<file path="src/rtl/logic_input_qualifier.sv">
// logic_input_qualifier: hysteresis + settle-delay qualifier turning an ADC code into q/q_x with rise/fall pulses (clk, rst_n, sample, sample_valid -> q, q_x, rise, fall)
module logic_input_qualifier #(
  parameter int W = 8,
  parameter int THH = 230,
  parameter int THL = 26,
  parameter int DELAY = 4,
  parameter int X_TIMEOUT = 16
) (
  input  logic         clk,
  input  logic         rst_n,
  input  logic [W-1:0] sample,
  input  logic         sample_valid,
  output logic         q,
  output logic         q_x,
  output logic         rise,
  output logic         fall
);
  localparam int CW = $clog2(X_TIMEOUT + 1);
  if (THL >= THH || DELAY < 1 || X_TIMEOUT <= DELAY) begin : g_param_check
    $error("logic_input_qualifier: invalid parameters");
  end
  typedef enum logic [1:0] {UNKNOWN, LOW, HIGH} state_t;
  state_t state;
  logic [CW-1:0] qual_cnt, mid_cnt, qual_inc, mid_inc, run_n;
  logic tgt, is_h, is_l, toward, hold;
  always_comb begin
    is_h = sample >= W'(THH);
    is_l = sample <= W'(THL);
    qual_inc = qual_cnt == CW'(X_TIMEOUT) ? qual_cnt : qual_cnt + 1'b1;
    mid_inc = mid_cnt == CW'(X_TIMEOUT) ? mid_cnt : mid_cnt + 1'b1;
    run_n = (qual_cnt != '0 && tgt == is_h) ? qual_inc : CW'(1);
    toward = state == LOW ? is_h : state == HIGH ? is_l : 1'b0;
    hold = state == LOW ? is_l : state == HIGH ? is_h : 1'b0;
  end
  always_ff @(posedge clk) begin
    if (!rst_n) begin
      state <= UNKNOWN;
      q <= 1'b0;
      q_x <= 1'b1;
      rise <= 1'b0;
      fall <= 1'b0;
      qual_cnt <= '0;
      mid_cnt <= '0;
      tgt <= 1'b0;
    end else begin
      rise <= 1'b0;
      fall <= 1'b0;
      if (sample_valid) begin
        mid_cnt <= '0;
        if (state == UNKNOWN) begin
          if (is_h || is_l) begin
            tgt <= is_h;
            qual_cnt <= run_n == CW'(DELAY) ? '0 : run_n;
            if (run_n == CW'(DELAY)) begin
              state <= is_h ? HIGH : LOW;
              q <= is_h;
              q_x <= 1'b0;
            end
          end else begin
            qual_cnt <= '0;
          end
        end else if (toward) begin
          qual_cnt <= qual_inc == CW'(DELAY) ? '0 : qual_inc;
          if (qual_inc == CW'(DELAY)) begin
            state <= is_h ? HIGH : LOW;
            q <= is_h;
            rise <= is_h;
            fall <= is_l;
          end
        end else begin
          qual_cnt <= '0;
          if (!hold) begin
            mid_cnt <= mid_inc == CW'(X_TIMEOUT) ? '0 : mid_inc;
            if (mid_inc == CW'(X_TIMEOUT)) begin
              state <= UNKNOWN;
              q_x <= 1'b1;
            end
          end
        end
      end
    end
  end
endmodule

</file>
<file path="config.mk">
export PLATFORM = sky130hd
export DESIGN_NAME = logic_input_qualifier
export DESIGN_NICKNAME = d
export VERILOG_FILES = /design/src/rtl/logic_input_qualifier.sv
export SDC_FILE = /design/constraint.sdc
export NUM_CORES = 1
export LEC_CHECK = 0
export ABC_AREA = 1
export CELL_PAD_IN_SITES_DETAIL_PLACEMENT = 0
export CELL_PAD_IN_SITES_GLOBAL_PLACEMENT = 2
export CORE_UTILIZATION = 33
export CTS_BUF_LIST = sky130_fd_sc_hd__clkbuf_2 sky130_fd_sc_hd__clkbuf_4 sky130_fd_sc_hd__clkbuf_8
export CTS_CLUSTER_DIAMETER = 80
export DETAILED_ROUTE_END_ITERATION = 8
export PLACE_DENSITY_LB_ADDON = 0.1
export SKIP_LAST_GASP = 1
export SYNTH_ARGS = -nofsm -noshare
export SYNTH_HDL_FRONTEND = slang
export SYNTH_SLANG_ARGS = --single-unit
export TNS_END_PERCENT = 30
</file>
<file path="constraint.sdc">
create_clock -name clk -period 4.6 [get_ports clk]
set_input_delay 0.46 -clock clk [delete_from_list [all_inputs] [get_ports clk]]
set_output_delay 0.46 -clock clk [all_outputs]
set_load 0.03 [all_outputs]
</file>
==> results by group <==
Outcome
  – Outcome: completed

Timing
  – Worst slew pin tran: 0.373 ns
  – Final setup vio count: 0
  – Hold slack: 0.475 ns
  – Period utilization: 39.5%
  – RSZ-0062 raised after global routing: false
  – Clock skew: 0.00696 ns
  – Slew Limit Headroom: 75.0%
  – Final hold violation count: 0
  – Final slew viol count: 0
  – Sum Neg Setup Slack: 0 ns
  – Final min period: 1.82 ns
  – Fmax achieved: 550 MHz

Hold path
  – Hold Crit Class: flop to flop
  – Hold path start: q_x
  – Worst hold stages: 2
  – Worst hold endpoint: q_x

Logic synthesis
  – Post-synthesis mux area share: 0%
  – Most frequent cell after synthesis: nand2_1
  – EDFF count, synth: 0
  – Simple-gate share of the synthesized area: 45.7%
  – Synth top area cells: dfxtp_1, nand2_1, nand3_1
  – Most instantiated cells after synthesis: nand2_1, inv_1, nor2_1, dfxtp_1, nand3_1
  – Yosys cell types: 26
  – Largest family of logic cells by synthesized area: simple AND/OR/NAND/NOR gates
  – Compound-Gate Fraction of Synth Area: 9.91%
  – Cell taking the most area after synthesis: dfxtp_1
  – Synthesis warning total: 0
  – Syn nets: 195
  – Post-synthesis sequential area ratio: 29.3%
  – Avg Inst Size Synth: 6.45 sq um
  – Synth Area in XOR/XNOR: 0.754%
  – Synthesized area: 1160 sq um
  – Number of synthesized register bits: 17
  – Top_reg_cell synth: dfxtp_1
  – Gate Count Post-Synth: 180
  – Synth top area share: 29.3%
  – FFs w/ async S/R, synth: 0%
  – Synthesized-area fraction occupied by adder cells: 4.31%

Clock tree
  – Post-CTS Resized: 0
  – CTS tree: done
  – Clock Tree Buf Depth: 2
  – Clock root cell: clkbuf_4
  – Total CTS buffers: 3
  – Sink Count: 17
  – CTS H-tree lvls: 1
  – Reg clk slew, reported paths: 0.11 ns
  – Post-CTS Hold Buffers: 0
  – Worst skew pair latency: 0.29 ns
  – Setup Buffers After CTS: 0

Critical path
  – Crit end category: flop
  – Setup CP Type: input pin to flop
  – R2r worst-path depth: 12
  – Critical Path AT: 2.02 ns
  – Max FO, Critical Path: 6
  – Reg2reg setup slack: 2.81 ns
  – Required time of the critical path: 4.80 ns
  – Crit start category: input pin
  – RR Startpoint: qual_cnt[0]
  – R2R Path End: state[0]

Die
  – Die height: 61.3 um
  – Die area: 3760 sq um
  – Die width: 61.3 um
  – Initial Util: 34.5%
  – Row count: 21
  – Ports: 15
  – Core Box Area: 3360 sq um

Route
  – Met2 routed WL: 1190 um
  – Routed len/inst: 10.6 um
  – Highest routed metal layer: met4
  – Antenna viol nets, final: 0
  – Met3 wire len: 57 um
  – Initial DRC count: 39
  – Routed WL: 2560 um
  – Met1 WL: 1290 um
  – DRC Markers: 0
  – Vias per cell: 4.64
  – Vias: 1,122
  – DR pass1 iterations: 4

Cells and area
  – Post-layout nets: 212
  – Layout cells sized above 1: 11.2%
  – Post-route cell area: 1370 sq um
  – Ant. Diodes: 0
  – P&R area growth vs syn: 18.3%

Job
  – MaxCap Viol Count: 0

Power and ir drop
  – Leakage power: 0.597 nW
  – VDD IR max: 0.0920 mV
  – Total power divided by cell area: 193 nW/um^2

Placed design
  – Port Buf Inserts: 14
  – DP HPWL: 2050 um
  – Placed cell area: 1340 sq um
  – GPL Wtd Cong: 0.716

GRT
  – Largest net degree at the start of global routing: 11
  – Total track usage: 15.9%
  – Vias in the first global route: 1,035
  – Grt ovf: 0
  – First-pass GRT wire length: 4420 um
  – Initial antenna violation count: 0
==> critical path, stage by stage <==
cell and delay (ns):
clkdlybuf4s50_1 0.49, nand2_1 0.07, nor2_2 0.11, nand2_2 0.11, inv_2 0.09, nand2_1 0.06, nand2_2 0.10, nor2_1 0.06
nand2_1 0.08, nand2_1 0.11, inv_2 0.08, nand4_1 0.07, nand2_1 0.08, nor2_1 0.05
==> layout by cell type (no fill, tap or decap) <==
| master | Yosys | final |
|---|---|---|
| a31oi_1 | 1 | 1 |
| inv_1 | 22 | 22 |
| nand3b_1 | 1 | 1 |
| nand3_2 | 2 | 2 |
| nand2_1 | 45 | 45 |
| nand2_2 | 4 | 4 |
| nand2_4 | 2 | 2 |
| nor2_2 | 3 | 3 |
| nand3_1 | 17 | 17 |
| o31ai_1 | 2 | 2 |
| nor2_1 | 22 | 22 |
| and2_1 | 1 | 1 |
| o21ai_1 | 1 | 1 |
| xor2_1 | 1 | 1 |
| o21ai_0 | 5 | 5 |
| a21oi_1 | 4 | 4 |
| nand4_1 | 8 | 8 |
| clkbuf_4 | 0 | 4 |
| clkinv_1 | 2 | 2 |
| dfxtp_1 | 17 | 17 |
| nor2_4 | 3 | 3 |
| ha_1 | 4 | 4 |
| inv_2 | 3 | 3 |
| nor3_2 | 1 | 1 |
| clkdlybuf4s50_1 | 0 | 14 |
| o22ai_1 | 7 | 7 |
==> layout make-up <==
class,instances,area (sq um)
clock buffer,4,30.0
fill,392,1990
inverter,27,101
multi-input combinational,134,704
sequential,17,340
tap,46,57.6
timing repair buffer,14,140
==> flip-flops by register name, indices dropped and copies added (netlist names) <==
register,flops
q_x,1
state,2
mid_cnt,5
tgt,1
rise,1
qual_cnt,5
fall,1
q,1
==> per-stage QoR <==
step / utilization [%] / setup WS, ns / power (mW) / cells
after floorplan: - / 3.07 / 0.167 / 180
after global placement: 40.0 / 2.47 / 0.180 / 238
after detailed placement: 40.0 / 2.45 / 0.180 / 238
after CTS: 40.8 / 2.78 / 0.270 / 242
after global routing: 40.8 / 2.57 / 0.277 / 242
final: 40.8 / 2.78 / 0.265 / 242
==> metal layers <==
layer	global-route usage (%)	up-vias
li1	-	619
met1	20.5	488
met2	26.2	13
met3	4.20	2
met4	3.90	0
met5	0	-
==> where the power goes <==
group	internal (mW)	total [mW]	switching, mW
clock network	0.0396	0.0891	0.0495
logic	0.0128	0.0273	0.0146
registers	0.148	0.149	0.000858
total	0.200	0.265	0.0650
==> kinds of logic after synthesis <==
logic type	after synthesis
simple gates	109
fa+ha+maj	4
compound gates	20
buf+inv	29
flops	17
xor+xnor	1
==> worst max-delay path by stage <==
stage                start  endpoint  slack (ns)  cells past startpoint
6_report         sample[5]  state[0]        2.78                     14
5_1_grt          sample[4]  state[0]        2.57                     14
4_1_cts          sample[5]  state[0]        2.78                     14
3_5_place_dp     sample[5]  state[0]        2.45                     14
3_3_place_gp     sample[7]  state[0]        2.47                     14
2_1_floorplan  qual_cnt[0]       q_x        3.07                     12
Power figures use the tool's default switching activity.
